<file path="config.mk">
export PLATFORM = sky130hd
export DESIGN_NAME = ddr_local_burst_seq_flat
export DESIGN_NICKNAME = d
export VERILOG_FILES = /design/src/rtl/ddr_seq_pkg.sv /design/src/rtl/ddr_local_burst_seq_if.sv /design/src/rtl/ddr_seq_beat_cnt.sv /design/src/rtl/ddr_local_burst_seq.sv /design/src/flat_wrapper.sv
export SDC_FILE = /design/constraint.sdc
export NUM_CORES = 1
export LEC_CHECK = 0
export ABC_AREA = 1
export BUFFER_PORTS_ARGS = -buffer_cell sky130_fd_sc_hd__buf_2
export CORE_UTILIZATION = 46
export CTS_CLUSTER_SIZE = 40
export DETAILED_ROUTE_END_ITERATION = 6
export MAX_ROUTING_LAYER = met4
export PLACE_DENSITY = 0.78
export REMOVE_ABC_BUFFERS = 1
export SLEW_MARGIN = 0
export SYNTH_ARGS = -nofsm -noshare
export SYNTH_HDL_FRONTEND = slang
export SYNTH_SLANG_ARGS = --single-unit
</file>
<file path="constraint.sdc">
create_clock -name local_clk_i -period 1.8 [get_ports local_clk_i]
set_input_delay 0.36 -clock local_clk_i [delete_from_list [all_inputs] [get_ports local_clk_i]]
set_output_delay 0.36 -clock local_clk_i [all_outputs]
set_load 0.01 [all_outputs]
</file>
<file path="src/rtl/ddr_seq_pkg.sv">
// Shared definitions for the DDR local-interface burst sequencer:
// FSM state encoding, burst-size limits and burst length helpers.
package ddr_seq_pkg;

   typedef enum logic [2:0] {
      ST_IDLE    = 3'd0,
      ST_WR      = 3'd1,
      ST_RD_REQ  = 3'd2,
      ST_RD_DATA = 3'd3,
      ST_DONE    = 3'd4
   } state_e;

   // Largest burst is 2^6 = 64 words; local_size is 7 bits wide to hold 64.
   localparam int MAX_BUF_WIDTH = 6;
   localparam int OFS_W         = 7;

   // Buffer widths above the maximum are clamped rather than rejected.
   function automatic logic [2:0] clamp_bw(input logic [3:0] bw);
      return (bw > 4'(MAX_BUF_WIDTH)) ? 3'(MAX_BUF_WIDTH) : bw[2:0];
   endfunction

   // Burst length in words for an already-clamped buffer width.
   function automatic logic [OFS_W-1:0] len_of(input logic [2:0] bw_c);
      return OFS_W'(1) << bw_c;
   endfunction

endpackage

</file>
<file path="src/rtl/ddr_local_burst_seq_if.sv">
// Buffer-side port of the burst sequencer (arbiter <-> sequencer).
// Signal suffixes are from the sequencer's point of view.
interface ddr_local_burst_seq_if;
   logic        acc_i;
   logic        we_i;
   logic [31:0] adr_i;
   logic [3:0]  buf_width_i;
   logic [3:0]  sel_i;
   logic [31:0] dat_i;
   logic [31:0] adr_o;
   logic [31:0] dat_o;
   logic        ack_o;
   logic        idle_o;
   logic        err_o;

   // Arbiter side: posts accesses and supplies/consumes buffer words.
   modport master (
      output acc_i, we_i, adr_i, buf_width_i, sel_i, dat_i,
      input  adr_o, dat_o, ack_o, idle_o, err_o
   );

   // Sequencer side.
   modport slave (
      input  acc_i, we_i, adr_i, buf_width_i, sel_i, dat_i,
      output adr_o, dat_o, ack_o, idle_o, err_o
   );
endinterface

</file>
<file path="src/rtl/ddr_seq_beat_cnt.sv">
// Word offset counter within a burst plus last-beat detection.
// The offset saturates on the last beat so it never wraps mid-burst.
module ddr_seq_beat_cnt
   import ddr_seq_pkg::*;
(
   input  logic             clk_i,
   input  logic             rst_n_i,
   input  logic             clr_i,
   input  logic             inc_i,
   input  logic [OFS_W-1:0] len_i,
   output logic [OFS_W-1:0] ofs_o,
   output logic             last_o
);

   logic [OFS_W-1:0] ofs_q;
   logic [OFS_W-1:0] ofs_d;

   assign ofs_o  = ofs_q;
   assign last_o = (ofs_q == (len_i - OFS_W'(1)));

   // Next offset: clear between bursts, step on every transferred beat.
   always_comb begin
      ofs_d = ofs_q;
      if (clr_i) begin
         ofs_d = '0;
      end else if (inc_i && !last_o) begin
         ofs_d = ofs_q + OFS_W'(1);
      end
   end

   // Offset register with synchronous active-low reset.
   always_ff @(posedge clk_i) begin
      if (!rst_n_i) begin
         ofs_q <= '0;
      end else begin
         ofs_q <= ofs_d;
      end
   end

endmodule

</file>
<file path="src/rtl/ddr_local_burst_seq.sv">
// Burst sequencer between the Wishbone arbiter buffer and the Altera DDR
// local (HPC) interface. One buffer-sized access becomes one local burst.
// Optional read timeout: define DDR_SEQ_RD_TIMEOUT_EN.
module ddr_local_burst_seq
   import ddr_seq_pkg::*;
#(
   parameter int ADDR_WIDTH = 25,
   parameter int RD_TIMEOUT = 255
)(
   input  logic                  local_clk_i,
   input  logic                  local_reset_n_i,
   ddr_local_burst_seq_if.slave  bus,
   output logic [ADDR_WIDTH-3:0] local_address_o,
   output logic                  local_write_req_o,
   output logic                  local_read_req_o,
   output logic                  local_burstbegin_o,
   output logic [31:0]           local_wdata_o,
   output logic [3:0]            local_be_o,
   output logic [OFS_W-1:0]      local_size_o,
   input  logic [31:0]           local_rdata_i,
   input  logic                  local_rdata_valid_i,
   input  logic                  local_ready_i
);

   localparam int AW = ADDR_WIDTH - 2;

   state_e           state_q;
   state_e           state_d;
   logic [OFS_W-1:0] len_q;
   logic [AW-1:0]    base_q;
   logic [3:0]       be_q;
   logic             rd_ack_q;
   logic [31:0]      dat_q;
   logic [31:0]      adr_q;

   logic [OFS_W-1:0] len_d;
   logic [AW-1:0]    len_ext;
   logic [AW-1:0]    base_d;
   logic [OFS_W-1:0] ofs;
   logic             last;
   logic             wr_beat;
   logic             rd_beat;
   logic             tmo_hit;
   logic [31:0]      adr_live;
   logic             unused_adr;

   // Burst geometry captured when an access is accepted.
   assign len_d   = len_of(clamp_bw(bus.buf_width_i));
   assign len_ext = AW'(len_d);
   assign base_d  = bus.adr_i[ADDR_WIDTH-1:2] & ~(len_ext - AW'(1));
   assign unused_adr = ^{bus.adr_i[31:ADDR_WIDTH], bus.adr_i[1:0]};

   assign wr_beat  = (state_q == ST_WR) && local_ready_i;
   assign rd_beat  = (state_q == ST_RD_DATA) && local_rdata_valid_i;
   assign adr_live = 32'({(base_q | AW'(ofs)), 2'b00});

   ddr_seq_beat_cnt u_beat_cnt (
      .clk_i   (local_clk_i),
      .rst_n_i (local_reset_n_i),
      .clr_i   (state_q == ST_IDLE),
      .inc_i   (wr_beat || rd_beat),
      .len_i   (len_q),
      .ofs_o   (ofs),
      .last_o  (last)
   );

`ifdef DDR_SEQ_RD_TIMEOUT_EN
   logic [7:0] tmo_q;
   logic [7:0] tmo_d;
   logic       err_q;

   assign tmo_hit = (state_q == ST_RD_DATA) && !local_rdata_valid_i &&
                    (tmo_q == 8'(RD_TIMEOUT - 1));

   // Silence counter: counts RD_DATA cycles since the last valid beat.
   always_comb begin
      tmo_d = '0;
      if (state_q == ST_RD_DATA && !local_rdata_valid_i) begin
         tmo_d = tmo_q + 8'd1;
      end
   end

   // Timeout counter and one-cycle error pulse.
   always_ff @(posedge local_clk_i) begin
      if (!local_reset_n_i) begin
         tmo_q <= '0;
         err_q <= 1'b0;
      end else begin
         tmo_q <= tmo_d;
         err_q <= tmo_hit;
      end
   end

   assign bus.err_o = err_q;
`else
   logic unused_tmo;
   assign unused_tmo = ^8'(RD_TIMEOUT);
   assign tmo_hit    = 1'b0;
   assign bus.err_o  = 1'b0;
`endif

   // Next-state logic and local-interface request strobes.
   always_comb begin
      state_d            = state_q;
      local_write_req_o  = 1'b0;
      local_read_req_o   = 1'b0;
      local_burstbegin_o = 1'b0;
      unique case (state_q)
         ST_IDLE: begin
            if (bus.acc_i) state_d = bus.we_i ? ST_WR : ST_RD_REQ;
         end
         ST_WR: begin
            local_write_req_o  = 1'b1;
            local_burstbegin_o = (ofs == '0);
            if (local_ready_i && last) state_d = ST_DONE;
         end
         ST_RD_REQ: begin
            local_read_req_o   = 1'b1;
            local_burstbegin_o = 1'b1;
            if (local_ready_i) state_d = ST_RD_DATA;
         end
         ST_RD_DATA: begin
            if ((local_rdata_valid_i && last) || tmo_hit) state_d = ST_DONE;
         end
         ST_DONE: begin
            if (!bus.acc_i) state_d = ST_IDLE;
         end
         default: state_d = ST_IDLE;
      endcase
   end

   // State register.
   always_ff @(posedge local_clk_i) begin
      if (!local_reset_n_i) begin
         state_q <= ST_IDLE;
      end else begin
         state_q <= state_d;
      end
   end

   // Burst parameters latched at acceptance; read data/address registered per beat.
   always_ff @(posedge local_clk_i) begin
      if (!local_reset_n_i) begin
         len_q    <= '0;
         base_q   <= '0;
         be_q     <= '0;
         rd_ack_q <= 1'b0;
         dat_q    <= '0;
         adr_q    <= '0;
      end else begin
         if (state_q == ST_IDLE && bus.acc_i) begin
            len_q  <= len_d;
            base_q <= base_d;
            be_q   <= bus.we_i ? bus.sel_i : 4'hF;
         end
         rd_ack_q <= rd_beat;
         if (rd_beat) begin
            dat_q <= local_rdata_i;
            adr_q <= adr_live;
         end
      end
   end

   assign local_address_o = base_q;
   assign local_size_o    = len_q;
   assign local_be_o      = be_q;
   assign local_wdata_o   = (state_q == ST_WR) ? bus.dat_i : 32'h0;

   // Writes use the live offset address so the arbiter can present dat_i
   // combinationally; reads report the address registered with the data.
   assign bus.adr_o  = (state_q == ST_WR) ? adr_live : adr_q;
   assign bus.dat_o  = dat_q;
   assign bus.ack_o  = wr_beat || rd_ack_q;
   assign bus.idle_o = (state_q == ST_IDLE);

endmodule
</file>
<file path="src/flat_wrapper.sv">
// flat-port wrapper written by rule: the top's interface ports become plain ports
module ddr_local_burst_seq_flat import ddr_seq_pkg::*;
#(
   parameter int ADDR_WIDTH = 25,
   parameter int RD_TIMEOUT = 255
)
  (local_clk_i, local_reset_n_i, local_address_o, local_write_req_o, local_read_req_o, local_burstbegin_o, local_wdata_o, local_be_o, local_size_o, local_rdata_i, local_rdata_valid_i, local_ready_i, bus_acc_i, bus_we_i, bus_adr_i, bus_buf_width_i, bus_sel_i, bus_dat_i, bus_adr_o, bus_dat_o, bus_ack_o, bus_idle_o, bus_err_o);
  ddr_local_burst_seq_if bus_i ();
  input  logic local_clk_i;
  input  logic local_reset_n_i;
  output logic [ADDR_WIDTH-3:0] local_address_o;
  output logic local_write_req_o;
  output logic local_read_req_o;
  output logic local_burstbegin_o;
  output logic [31:0] local_wdata_o;
  output logic [3:0] local_be_o;
  output logic [OFS_W-1:0] local_size_o;
  input  logic [31:0] local_rdata_i;
  input  logic local_rdata_valid_i;
  input  logic local_ready_i;
  input wire logic [$bits(bus_i.acc_i)-1:0] bus_acc_i;
  input wire logic [$bits(bus_i.we_i)-1:0] bus_we_i;
  input wire logic [$bits(bus_i.adr_i)-1:0] bus_adr_i;
  input wire logic [$bits(bus_i.buf_width_i)-1:0] bus_buf_width_i;
  input wire logic [$bits(bus_i.sel_i)-1:0] bus_sel_i;
  input wire logic [$bits(bus_i.dat_i)-1:0] bus_dat_i;
  output wire logic [$bits(bus_i.adr_o)-1:0] bus_adr_o;
  output wire logic [$bits(bus_i.dat_o)-1:0] bus_dat_o;
  output wire logic [$bits(bus_i.ack_o)-1:0] bus_ack_o;
  output wire logic [$bits(bus_i.idle_o)-1:0] bus_idle_o;
  output wire logic [$bits(bus_i.err_o)-1:0] bus_err_o;
  assign bus_i.acc_i = bus_acc_i;
  assign bus_i.we_i = bus_we_i;
  assign bus_i.adr_i = bus_adr_i;
  assign bus_i.buf_width_i = bus_buf_width_i;
  assign bus_i.sel_i = bus_sel_i;
  assign bus_i.dat_i = bus_dat_i;
  assign bus_adr_o = bus_i.adr_o;
  assign bus_dat_o = bus_i.dat_o;
  assign bus_ack_o = bus_i.ack_o;
  assign bus_idle_o = bus_i.idle_o;
  assign bus_err_o = bus_i.err_o;
  ddr_local_burst_seq #(.ADDR_WIDTH(ADDR_WIDTH), .RD_TIMEOUT(RD_TIMEOUT)) u_core (.local_clk_i(local_clk_i), .local_reset_n_i(local_reset_n_i), .bus(bus_i), .local_address_o(local_address_o), .local_write_req_o(local_write_req_o), .local_read_req_o(local_read_req_o), .local_burstbegin_o(local_burstbegin_o), .local_wdata_o(local_wdata_o), .local_be_o(local_be_o), .local_size_o(local_size_o), .local_rdata_i(local_rdata_i), .local_rdata_valid_i(local_rdata_valid_i), .local_ready_i(local_ready_i));
endmodule
</file>
[Yosys cells after proc, flatten, opt, wreduce, memory -nomap -nowiden]
Index checks and enable logic that the tools add are counted.
Storage, ports and cells
  logic and storage cells: 54
  input bits: 110
  register bits: 100
  output and inout bits: 136
Operators by class
  multiplexer cells: 14
  add/sub/neg operators: 3
  equal/unequal tests: 10
  shifts and indexed selects: 1
  order comparisons: 1
  reductions and logical operators: 13
  bitwise gates (word level): 4
Operators with widths (number)
  2-to-1 mux 32 bit: 1
  2-to-1 mux 25 bit: 1
  bitwise AND 23 bit: 1
  inverter 23 bit: 1
  OR 23 x 7 -> 23 bit: 1
  2-to-1 mux 3 bit: 6
  case mux 3 bit (5 select lines): 1
  inequality test 2 bit, second input constant: 4
  subtractor 7 x 1 -> 8 bit, second input constant: 1
  adder 7 x 1 -> 7 bit, second input constant: 1
  == test 7 bit: 1
  zero test 7 bit: 1
  << shifter 1 x 3 -> 7 bit, first input constant: 1
  subtractor 7 x 1 -> 7 bit, second input constant: 1
  == test 3 x 2 -> 1 bit, second input constant: 2
  logical AND 1 bit: 6
  AND reduction 5 bit: 1
  greater-than comparator 4 x 3 -> 1 bit, second input constant: 1
  2-to-1 mux 4 bit: 1
  == test 3 x 1 -> 1 bit, second input constant: 1
  == test 3 bit, second input constant: 1
  zero test 3 bit: 1
  logical OR 1 bit: 2
  2-to-1 mux 1 bit: 2
  6 further kinds: 6

[Depth between registers and ports, before layout]
Gate-level depths: netlist of run 1.
  depth in word-level cells: 6
  gate-level depth with buffers: 14
  gate-level depth less buffers: 14

[Cells and area by module]
From an unflattened synthesis of run 1, not the netlist that was laid out.
Unflattened totals
  cells, all modules: 728
  area, all modules: 4988.5 um^2
Modules (own cells, without submodules)
  ddr_local_burst_seq: area each 4280.4 um^2, instances 1, cells an instance 609
  ddr_seq_beat_cnt: area each 708.2 um^2, instances 1, cells an instance 119

[Worst setup path after synthesis of run 1]
No wires, ideal clock.
  path type: reg2reg
  start point: register u_core.len_q[0] (netlist: u_core.local_size_o[0])
  end point: register u_core.u_beat_cnt.ofs_q[2] (netlist: u_core.u_beat_cnt.ofs_o[2])
  arrival time: 1564 ps
  stages on the path, launching flop included: 11
  library setup time: 124 ps
  path slack: 112 ps
  path buffers: 0
  cell sequence: dfxtp_1 -> inv_2 -> ha_1 -> xnor2_1 -> nor2_1 -> nand3_1 -> nor2_2 -> nand2_1 -> nand2_4 -> o21ai_0 -> nor3b_2
Between the ends
  cells in the longest elaborated chain, start to end: 4
RTL lines
  start, declared: RTL line ddr_local_burst_seq.sv:29  | logic [OFS_W-1:0] len_q;
  start signal, assigned: RTL line ddr_local_burst_seq.sv:152  | len_q <= len_d;
  subtractor 7 x 1 -> 7 bit: RTL line ddr_seq_beat_cnt.sv:19  | assign last_o = (ofs_q == (len_i - OFS_W'(1)));
  == test 7 bit: RTL line ddr_seq_beat_cnt.sv:19
  zero test 1 bit: RTL line ddr_seq_beat_cnt.sv:26  | end else if (inc_i && !last_o) begin
  logical AND 1 bit: RTL line ddr_seq_beat_cnt.sv:26
  end signal, assigned: RTL line ddr_seq_beat_cnt.sv:36  | ofs_q <= ofs_d;
  end, declared: RTL line ddr_seq_beat_cnt.sv:15  | logic [OFS_W-1:0] ofs_q;
No other way between the ends.
A chain may end at the register's enable or synchronous reset.

[Worst setup path in the final report of run 1]
  start point: register u_core.state_q[2]
  end point: output port bus_adr_o[6]
Between the ends
  cells in the longest elaborated chain, start to end: 2
RTL lines
  start, declared: RTL line ddr_local_burst_seq.sv:27  | state_e state_q;
  start signal, assigned: RTL line ddr_local_burst_seq.sv:137  | state_q <= state_d;
  == test 3 x 1 -> 1 bit: RTL line ddr_local_burst_seq.sv:171  | assign bus.adr_o = (state_q == ST_WR) ? adr_live : adr_q;
  2-to-1 mux 25 bit: RTL line ddr_local_burst_seq.sv:171
  end, declared: RTL line flat_wrapper.sv:27  | output wire logic [$bits(bus_i.adr_o)-1:0] bus_adr_o;
No other way between the ends.

==> results of run 1 <==
flip-flops by register name, summed over array words and instances (netlist names):
register / count
u_core.adr_q: 23
u_core.bus.dat_o: 32
u_core.local_address_o: 23
u_core.local_be_o: 4
u_core.local_size_o: 7
u_core.rd_ack_q: 1
u_core.state_q: 3
u_core.u_beat_cnt.ofs_o: 7
final timing paths:
path                                         from                         end
worst min register to register   u_core.adr_q[12]            u_core.adr_q[12]
worst min-delay path                bus_adr_i[13]  u_core.local_address_o[11]
worst max-delay path            u_core.state_q[2]                bus_adr_o[6]
worst max register to register  u_core.state_q[2]  u_core.u_beat_cnt.ofs_o[3]
what timing repair did:
item                       CTS  global route
resized for setup           14            29
pin swaps                    1             9
setup endpoints to repair   57            69
cloned                       4             4
setup buffers                6             4
placed cells by master, fill, tap and decap left out, drive strengths merged:
master and instances:
xor2 4, conb 10, nand2 117, bufbuf 1
o41ai 1, nand3 50, o21bai 1, o2111ai 1
clkinvlp 1, ha 4, clkbuf 12, inv 102
nor3b 2, nor3 6, a21oi 78, o21ai 82
buf 257, nor2 96, xnor2 3, clkinv 4
or2 1, nand4 2, nor4 1, a211oi 2
dfxtp 100
cell usage after synthesis:
| cell type | count | share of area |
|---|---|---|
| ha_1 | 4 | 0.010 |
| nor4_1 | 1 | 0.0013 |
| a211oi_1 | 2 | 0.0031 |
| xor2_1 | 4 | 0.0072 |
| nor3b_2 | 1 | 0.0026 |
| nor3_1 | 6 | 0.0062 |
| a21oi_1 | 77 | 0.079 |
| o21ai_1 | 3 | 0.0031 |
| buf_1 | 1 | 0.00077 |
| o21bai_1 | 1 | 0.0015 |
| nand3_1 | 49 | 0.050 |
| nand4_1 | 2 | 0.0026 |
| nor2_2 | 2 | 0.0026 |
| a21oi_2 | 1 | 0.0018 |
| nand2_2 | 3 | 0.0039 |
| clkbuf_1 | 30 | 0.023 |
| o21ai_2 | 1 | 0.0018 |
| o41ai_1 | 1 | 0.0018 |
| buf_2 | 7 | 0.0072 |
| nand2_4 | 2 | 0.0046 |
| dfxtp_1 | 100 | 0.41 |
| clkinv_1 | 1 | 0.00077 |
| o21ai_0 | 78 | 0.080 |
| inv_4 | 1 | 0.0013 |
| nand2_1 | 111 | 0.086 |
| conb_1 | 1 | 0.00077 |
| inv_2 | 8 | 0.0062 |
| xnor2_1 | 3 | 0.0054 |
| inv_1 | 91 | 0.070 |
| buf_4 | 26 | 0.040 |
| nor3b_1 | 1 | 0.0015 |
| nand3_2 | 1 | 0.0021 |
| or2_0 | 1 | 0.0013 |
| o2111ai_1 | 1 | 0.0018 |
| nor2_1 | 94 | 0.073 |
| clkbuf_2 | 2 | 0.0021 |
critical path, cell delays in order (launching register included):
cell and delay [ns]:
dfxtp_2 0.34, inv_2 0.07, nand2_4 0.06, nor2_4 0.14, buf_4 0.16, clkbuf_16 0.17
nand2_1 0.05, o21ai_0 0.07, buf_2 0.17
power groups by stage:
stage / Combinational (mW) / Clock (mW) / Sequential, mW
floorplan: 1.65 / 0 / 2.89
global placement: 3.02 / 0 / 2.81
detailed placement: 3.06 / 0 / 2.82
CTS: 3.58 / 1.43 / 2.78
global route: 4.36 / 1.52 / 2.83
finish: 4.00 / 1.40 / 2.79
per-layer routing:
metal,share of wire,global-route usage,wire length (um)
met3,0.060,0.0443,848
met4,0.017,0.0644,235
met1,0.45,0.327,6360
met5,0,-,0
met2,0.47,0.400,6710
kinds of logic (layout without fill, tap and decap cells):
family,after synthesis,in the layout,synth area share
xor+xnor,7,7,0.0126
compound gates,165,165,0.175
fa+ha+maj,4,4,0.0103
buf+inv,167,377,0.152
simple gates,274,275,0.238
flops,100,100,0.412
other cells,1,10,0.000772
per-stage QoR:
stage | area (sq um) | setup slack, ns | hold WS, ns | util
final | 6630 | -0.147 | 0.219 | 0.645
after global routing | 6630 | -0.228 | 0.214 | 0.645
after CTS | 6440 | -0.130 | 0.206 | 0.626
after detailed placement | 6020 | 0.0540 | 0.438 | 0.586
after global placement | 6020 | 0.0936 | 0.433 | 0.586
after floorplan | 4530 | -1.63 | 0.424 | -
final cells by class:
| class | instances | area [sq um] | area share |
|---|---|---|---|
| Clock inverter | 6 | 56.3 | 0.00849 |
| Inverter | 101 | 384 | 0.0579 |
| Sequential cell | 100 | 2010 | 0.303 |
| Multi-Input combinational cell | 461 | 2270 | 0.343 |
| Tap cell | 136 | 170 | 0.0257 |
| Clock buffer | 10 | 138 | 0.0208 |
| Timing Repair Buffer | 260 | 1600 | 0.242 |
==> flow_metrics.env, run 1 <==
export IMPL_ios=246
export IMPL_p_per_area_mw_per_mm2=1240
export IMPL_stdcell_count=1074
export IMPL_drt_iter0_markers=278
export IMPL_p_leak_nw=3.39
export IMPL_fmax_ghz=0.514
export IMPL_fin_setup_tns_ns=-4.71
export IMPL_vias=5263
export IMPL_synth_avg_cell_area_sq_um=6.76
export IMPL_hold_path_class="input pin to register"
export IMPL_clock_path_buffers=2
export IMPL_power_net_switching_mw=3.34
export IMPL_cts_htree_levels=3
export IMPL_first_global_vias=4692
export IMPL_syn2layout_area_growth_pct=36.5
export IMPL_cts_inserted_buffers=9
export IMPL_pwr_share_seq=0.341
export IMPL_ir_drop_mv=0.689
export IMPL_criticalPathCategory="register to output port"
export IMPL_coreArea_sq_mm=0.0103
export IMPL_critPathMaxFanout=12
export IMPL_synth_area_sq_mm=0.00486
export IMPL_fp_dieH_um=105
export IMPL_yosys_register_bits=100
export IMPL_dp_cells=1040
export IMPL_worstMarginPinSlew_ns=0.556
export IMPL_fin_ws_ns=-0.147
export IMPL_p_int_mw=4.85
export IMPL_critPathRequiredTime_ns=1.44
export IMPL_rows=37
export IMPL_seq_area_frac_synth=0.412
export IMPL_endpoint_kind="output port"
export IMPL_final_max_slew_viol_count=0
export IMPL_status="complete, but fails checks"
export IMPL_path_clk_slew_ns=0.10
export IMPL_start_kind="register"
export IMPL_synth_distinct_cells=36
export IMPL_finalSetupViolCount=47
export IMPL_grt_total_usage=0.250
export IMPL_rsz0062_at_grt="yes"
export IMPL_clock_sinks=100
export IMPL_drc=0
export IMPL_p_total_mw=8.19
export IMPL_post_drt_via_cell_ratio=4.90
export IMPL_clockPowerShare=0.171
export IMPL_netlist_instances=718
export IMPL_crit_arrival_ns=1.59
export IMPL_n_fill_cell=952
export IMPL_ys_warn_count=0
export IMPL_initial_core_util=0.473
export IMPL_combPwrFrac=0.489
export IMPL_tritoncts="yes"
export IMPL_nets=1047
export IMPL_die_area_sq_mm=0.0110
export IMPL_min_period_over_period=1.08
export IMPL_port_buffers=226
export IMPL_wl_um=14200
export IMPL_hold_buffers=0
export IMPL_diodes=0
export IMPL_detail_route_antenna_nets=0
export IMPL_switching_share=0.408
export IMPL_gp_congestion=0.832
export IMPL_root_buffer="clkbuf_8"
export IMPL_hold_viol=0
export IMPL_grt_pass1_wl_um=21900
export IMPL_worst_r2r_cell_count=11
export IMPL_grt_ovfl_total=0
export IMPL_min_period_ns=1.95
export IMPL_dieWidth_um=105
export IMPL_grt_antenna_before_repair=0
export IMPL_drive_above_1_share=0.342
export IMPL_relSlewSlack=0.629
export IMPL_worstHoldPathCells=3
export IMPL_wl_per_cell_um=13.2
export IMPL_violations="setup timing"
export IMPL_skew_ns=0.0126
export IMPL_first_pass_iters=5
export IMPL_grt_max_degree=80
export IMPL_insertion_delay_ns=0.35
export IMPL_r2r_setup_slack_ns=0.01
export IMPL_dpl_hpwl_um=9180
export IMPL_drv_cap=0
No activity file was read; power rests on OpenSTA's default activity.
==> inputs of run 2 (changes only) <==
Settings changed: CORE_UTILIZATION 46 to 50, PLACE_DENSITY 0.78 to 0.84.
Clock period 1.8 ns to 2.5 ns, I/O delays scaled along.
==> run 2 against run 1 <==
Sequential power fell by 28%. The flow now finishes without violations. Worst setup slack improved by 0.33 ns. Sequential share of layout area rose by 2.3 points. Clock-buffer cell count did not move. Clock skew fell by 0.00083 ns.
==> flow_metrics.env, run 2 (synthesis results as in run 1) <==
export IMPL_ir_drop_mv=0.508
export IMPL_criticalPathCategory="register to output port"
export IMPL_grt_antenna_before_repair=0
export IMPL_port_buffers=226
export IMPL_path_clk_slew_ns=0.10
export IMPL_first_pass_iters=5
export IMPL_worst_r2r_cell_count=10
export IMPL_clockPowerShare=0.211
export IMPL_first_global_vias=4597
export IMPL_rsz0062_at_grt="no"
export IMPL_final_common_cell="buf_2"
export IMPL_die_area_sq_mm=0.0101
export IMPL_clock_path_buffers=2
export IMPL_critPathMaxFanout=37
export IMPL_grt_ovfl_total=0
export IMPL_crit_arrival_ns=1.82
export IMPL_final_area_sq_mm=0.00615
export IMPL_clock_sinks=100
export IMPL_ios=246
export IMPL_r2r_setup_slack_ns=0.63
export IMPL_detail_route_antenna_nets=0
export IMPL_hold_viol=0
export IMPL_placed_area_sq_mm=0.00590
export IMPL_p_per_area_mw_per_mm2=849
export IMPL_wl_um=12600
export IMPL_cts_htree_levels=3
export IMPL_crit_start="u_core.state_q[2]"
export IMPL_cts_inserted_buffers=9
export IMPL_drv_cap=0
export IMPL_drive_above_1_share=0.302
export IMPL_min_period_ns=2.32
export IMPL_grt_total_usage=0.260
export IMPL_diodes=0
export IMPL_vias=5045
export IMPL_p_leak_nw=3.18
export IMPL_critPathRequiredTime_ns=2.00
export IMPL_fmax_ghz=0.431
export IMPL_cp_cell_sequence="inv_2, nand2_2, nor2_4, buf_4, buf_6, nand2_1, o21ai_0, buf_2"
export IMPL_coreArea_sq_mm=0.00933
export IMPL_syn2layout_area_growth_pct=26.6
export IMPL_crit_path_max_incr_delay_ns=0.34
export IMPL_fp_dieH_um=101
export IMPL_endpoint="bus_adr_o[2]"
export IMPL_final_max_slew_viol_count=0
export IMPL_start_kind="register"
export IMPL_grt_max_degree=51
export IMPL_rows=35
export IMPL_tritoncts="yes"
export IMPL_drt_iter0_markers=183
export IMPL_r2r_end="u_core.u_beat_cnt.ofs_o[2]"
export IMPL_worst_path_max_delay_cell="dfxtp_1"
export IMPL_min_period_over_period=0.929
export IMPL_fin_setup_tns_ns=0
export IMPL_endpoint_kind="output port"
export IMPL_final_cell_mix="buf_2 (226), nand2_1 (111), dfxtp_1 (100)"
export IMPL_initial_core_util=0.521
export IMPL_pwr_share_seq=0.384
export IMPL_relSlewSlack=0.644
export IMPL_wl_per_cell_um=12.0
export IMPL_dpl_hpwl_um=9090
export IMPL_insertion_delay_ns=0.36
export IMPL_skew_ns=0.0117
export IMPL_post_drt_via_cell_ratio=4.83
export IMPL_switching_share=0.408
export IMPL_hold_buffers=0
export IMPL_root_buffer="clkbuf_8"
export IMPL_drc=0
export IMPL_combPwrFrac=0.405
export IMPL_hold_path_class="input pin to register"
export IMPL_nets=1024
export IMPL_p_int_mw=3.09
export IMPL_power_net_switching_mw=2.13
export IMPL_grt_pass1_wl_um=20700
export IMPL_dieWidth_um=101
export IMPL_status="completed"
export IMPL_largest_reg_flops=32
export IMPL_rr_startpoint="u_core.local_size_o[0]"
export IMPL_finalSetupViolCount=0
export IMPL_worstMarginPinSlew_ns=0.533
export IMPL_gp_congestion=0.894
-- run 2: final cells by class --
class | instances | area [sq um]
Fill cell | 867 | 3180
Tap cell | 129 | 161
Clock buffer | 10 | 138
Timing Repair Buffer | 238 | 1220
Clock inverter | 6 | 76.3
Multi-Input combinational cell | 460 | 2160
Inverter | 101 | 384
Sequential cell | 100 | 2000
-- run 2: through the flow --
stage          power, mW  setup slack [ns]   util  instances  hold WS [ns]
6_report            5.22             0.179  0.659       1044         0.357
5_1_grt             5.62            0.0496  0.659       1044         0.357
4_1_cts             5.23          -0.00405  0.656       1040         0.341
3_5_place_dp        4.11             0.316  0.632       1024         0.439
3_3_place_gp        4.07             0.397  0.632       1024         0.435
2_1_floorplan       3.27             -1.07      -        661         0.424
-- run 2: power by group through the flow --
stage	clock network, mW	registers (mW)	logic [mW]
floorplan	0	2.08	1.19
global placement	0	2.03	2.04
detailed placement	0	2.04	2.08
CTS	1.13	2.00	2.09
global route	1.17	2.03	2.41
finish	1.10	2.00	2.12
-- run 2: worst max-delay path: cells and delay by family, from the launching register on --
family                 cells  cell delay [ns]
flip-flops                 1             0.34
buffers and inverters      4             0.67
AND/OR/NAND/NOR            3             0.34
AO/OA/AOI/OAI              1             0.13
-- run 2: worst min path at each step --
| stage | from | end | cells after the start |
|---|---|---|---|
| global route | bus_adr_i[12] | u_core.local_address_o[10] | 3 |
| CTS | bus_adr_i[21] | u_core.local_address_o[19] | 3 |
| finish | bus_adr_i[21] | u_core.local_address_o[19] | 3 |
| floorplan | u_core.adr_q[10] | u_core.adr_q[10] | 2 |
| detailed placement | u_core.adr_q[16] | u_core.adr_q[16] | 2 |
| global placement | u_core.adr_q[2] | u_core.adr_q[2] | 2 |
-- run 2: per-layer routing --
layer | up-vias | global-route usage | routed length [um]
met4 | 0 | 0.0691 | 117
met5 | - | - | 0
met3 | 13 | 0.0576 | 939
met1 | 2228 | 0.314 | 5550
li1 | 2613 | - | -
met2 | 191 | 0.439 | 5940
-- run 2: what timing repair did --
action | in CTS | in global routing
setup buffers | 0 | 4
resized for setup | 2 | 0
endpoints found under the hold margin | 0 | 0
endpoints found under the setup margin | 1 | 2
pin swaps | 0 | 1
==> inputs of run 3 (changes only) <==
Settings changed: ABC_AREA 1 to default, PLACE_DENSITY 0.84 to 0.83.
==> run 3 against run 2 <==
The flow now finishes with violations (DRC). Hold slack improved by 0.015 ns. Largest cell class unchanged. Via count fell by 2.8%. Register-to-register slack got worse by 0.45 ns. Highest routed layer unchanged. Sequential share of layout area fell by 0.91 points.
==> flow_metrics.env, run 3 <==
export IMPL_status="complete, but fails checks"
export IMPL_violations="DRC"
export IMPL_synth_avg_cell_area_sq_um=8.22
export IMPL_ys_async_sr_fraction=0
export IMPL_wl_per_cell_um=14.8
export IMPL_dieWidth_um=102
export IMPL_drt_iter0_markers=174
export IMPL_grt_ovfl_total=0
export IMPL_detail_route_antenna_nets=0
export IMPL_path_clk_slew_ns=0.11
export IMPL_fp_dieH_um=102
export IMPL_p_leak_nw=2.96
export IMPL_port_buffers=226
export IMPL_synth_area_sq_mm=0.00497
export IMPL_grt_total_usage=0.256
export IMPL_grt_pass1_wl_um=20200
export IMPL_start_kind="register"
export IMPL_grt_use_met1=0.277
export IMPL_yosys_register_bits=100
export IMPL_fin_ws_ns=0.115
export IMPL_skew_ns=0.0162
export IMPL_synthMostInstantiatedCell="nand2_1"
export IMPL_pre_cts_ws_ns=0.140
export IMPL_final_common_cell="buf_2"
export IMPL_critPathMaxFanout=33
export IMPL_use_met3=0.0455
export IMPL_dp_cells=917
export IMPL_first_pass_iters=7
export IMPL_criticalPathCategory="register to output port"
export IMPL_netlist_instances=605
export IMPL_critPathRequiredTime_ns=2.00
export IMPL_fmax_ghz=0.419
export IMPL_tritoncts="yes"
export IMPL_rsz0062_at_grt="no"
export IMPL_stdcell_count=935
export IMPL_clock_sinks=100
export IMPL_fin_util=0.650
export IMPL_synth_enable_flop_cells=0
export IMPL_cts_htree_levels=3
export IMPL_synthTopCellsByCount="nand2_1 (159), dfxtp_1 (100), a21boi_0 (73), and2_1 (37), clkbuf_1 (34)"
export IMPL_cts_inserted_buffers=9
export IMPL_largest_reg_flops=32
export IMPL_synth_top_area_cell="dfxtp_1"
export IMPL_final_cell_mix="buf_2 (226), nand2_1 (159), dfxtp_1 (99)"
export IMPL_drc=1
export IMPL_first_global_vias=4420
export IMPL_hold_viol=0
export IMPL_dpl_hpwl_um=9980
export IMPL_hold_path_class="input pin to register"
export IMPL_use_met2=0.465
export IMPL_coreArea_sq_mm=0.00973
export IMPL_endpoint_kind="output port"
export IMPL_insertion_delay_ns=0.36
export IMPL_grt_antenna_before_repair=0
export IMPL_initial_core_util=0.511
export IMPL_hold_start="local_rdata_i[10]"
export IMPL_ios=246
export IMPL_rr_startpoint="u_core.local_size_o[1]"
export IMPL_synth_top_cell_area_share=0.402
export IMPL_ir_drop_mv=0.366
export IMPL_final_max_slew_viol_count=0
export IMPL_root_buffer="clkbuf_8"
export IMPL_crit_arrival_ns=1.89
export IMPL_clock_path_buffers=2
export IMPL_synth_distinct_cells=56
export IMPL_grt_max_degree=48
export IMPL_seq_area_frac_synth=0.402
export IMPL_gp_congestion=0.852
export IMPL_finalSetupViolCount=0
export IMPL_worstMarginPinSlew_ns=0.655
export IMPL_hold_buffers=0
export IMPL_rows=36
export IMPL_top_usage_layer="met2"
export IMPL_post_drt_via_cell_ratio=5.25
export IMPL_diodes=0
export IMPL_yosys_top_cells_area="dfxtp_1 (40%), nand2_1 (12%), a21boi_0 (11%)"
export IMPL_vias=4906
export IMPL_min_period_over_period=0.954
export IMPL_wl_um=13900
export IMPL_crit_start="u_core.state_q[1]"
export IMPL_yosys_most_used_dff="dfxtp_1"
export IMPL_drv_cap=0
export IMPL_min_period_ns=2.39
export IMPL_p_per_area_mw_per_mm2=545
export IMPL_relSlewSlack=0.563
export IMPL_die_area_sq_mm=0.0104
export IMPL_nets=911
export IMPL_syn2layout_area_growth_pct=27.2
export IMPL_drive_above_1_share=0.353
export IMPL_ys_warn_count=0
## run 3: cell types whose count changed in the layout (fill, tap and decap cells not counted), moves of 37 or more
cell	delta
and2_1	+37
nand3_1	-44
a21boi_0	+73
nor2_1	-68
o21ai_0	-73
a21oi_1	-58
inv_1	-84
nand2_1	+48
## run 3: metrics by stage
stage | setup TNS, ns | hold slack, ns | power, mW | instance area [sq um]
2_1_floorplan | -156.19 | 0.441 | 2.10 | 4630
3_3_place_gp | 0 | 0.447 | 2.42 | 6090
3_5_place_dp | 0 | 0.456 | 2.44 | 6090
4_1_cts | 0 | 0.360 | 3.46 | 6320
5_1_grt | 0 | 0.359 | 3.61 | 6330
6_report | 0 | 0.372 | 3.45 | 6330
## run 3: worst max-delay path: stages, from the launching register on
cell	delay [ns]
dfxtp_1	0.46
nor3b_4	0.31
buf_12	0.24
mux2_2	0.36
buf_2	0.14
## run 3: path summary, 6_finish.rpt
kind | cells after the start | endpoint | slack (ns)
worst max-delay path | 4 | bus_adr_o[15] | 0.11
worst min-delay path | 3 | u_core.bus.dat_o[10] | 0.37
worst max register to register | 9 | u_core.state_q[1] | 0.18
worst min register to register | 2 | u_core.bus.dat_o[31] | 0.47
## run 3: report_power, final
| group | internal, mW | switching (mW) |
|---|---|---|
| Clock | 0.387 | 0.616 |
| Combinational | 0.339 | 0.408 |
| Sequential | 1.65 | 0.0511 |
## run 3: cell type report
| class | count | area [sq um] |
|---|---|---|
| fillers | 835 | 3400 |
| multi-input cells | 439 | 2630 |
| flip-flops and latches | 100 | 2000 |
| repair buffers | 240 | 1320 |
| well taps | 133 | 166 |
| clock buffers | 10 | 128 |
| clock inverters | 6 | 56.3 |
| inverters | 7 | 26.3 |
## run 3: metal layers
metal	vias to the layer above	share of wire
met3	27	0.063
li1	2374	-
met2	199	0.52
met4	0	0.017
met5	-	0
met1	2306	0.40
## run 3: cell families (layout without fill, tap and decap cells)
group                    Yosys count  in the layout  share of synthesized area
AND/OR/NAND/NOR                  267            267                      0.247
multiplexers                      18             18                     0.0402
flip-flops                       100            100                      0.402
adder cells (fa/ha/maj)            4              4                     0.0101
XOR/XNOR                           9              9                     0.0201
AO/OA/AOI/OAI                    131            131                      0.197
other                              1             10                   0.000754
buffers and inverters             75            263                     0.0820
## run 3: repair_timing
item	in CTS	in global routing
pin swaps	0	0
setup endpoints to repair	2	48
gates resized for setup	1	2
gates cloned	1	0
buffers inserted	1	0
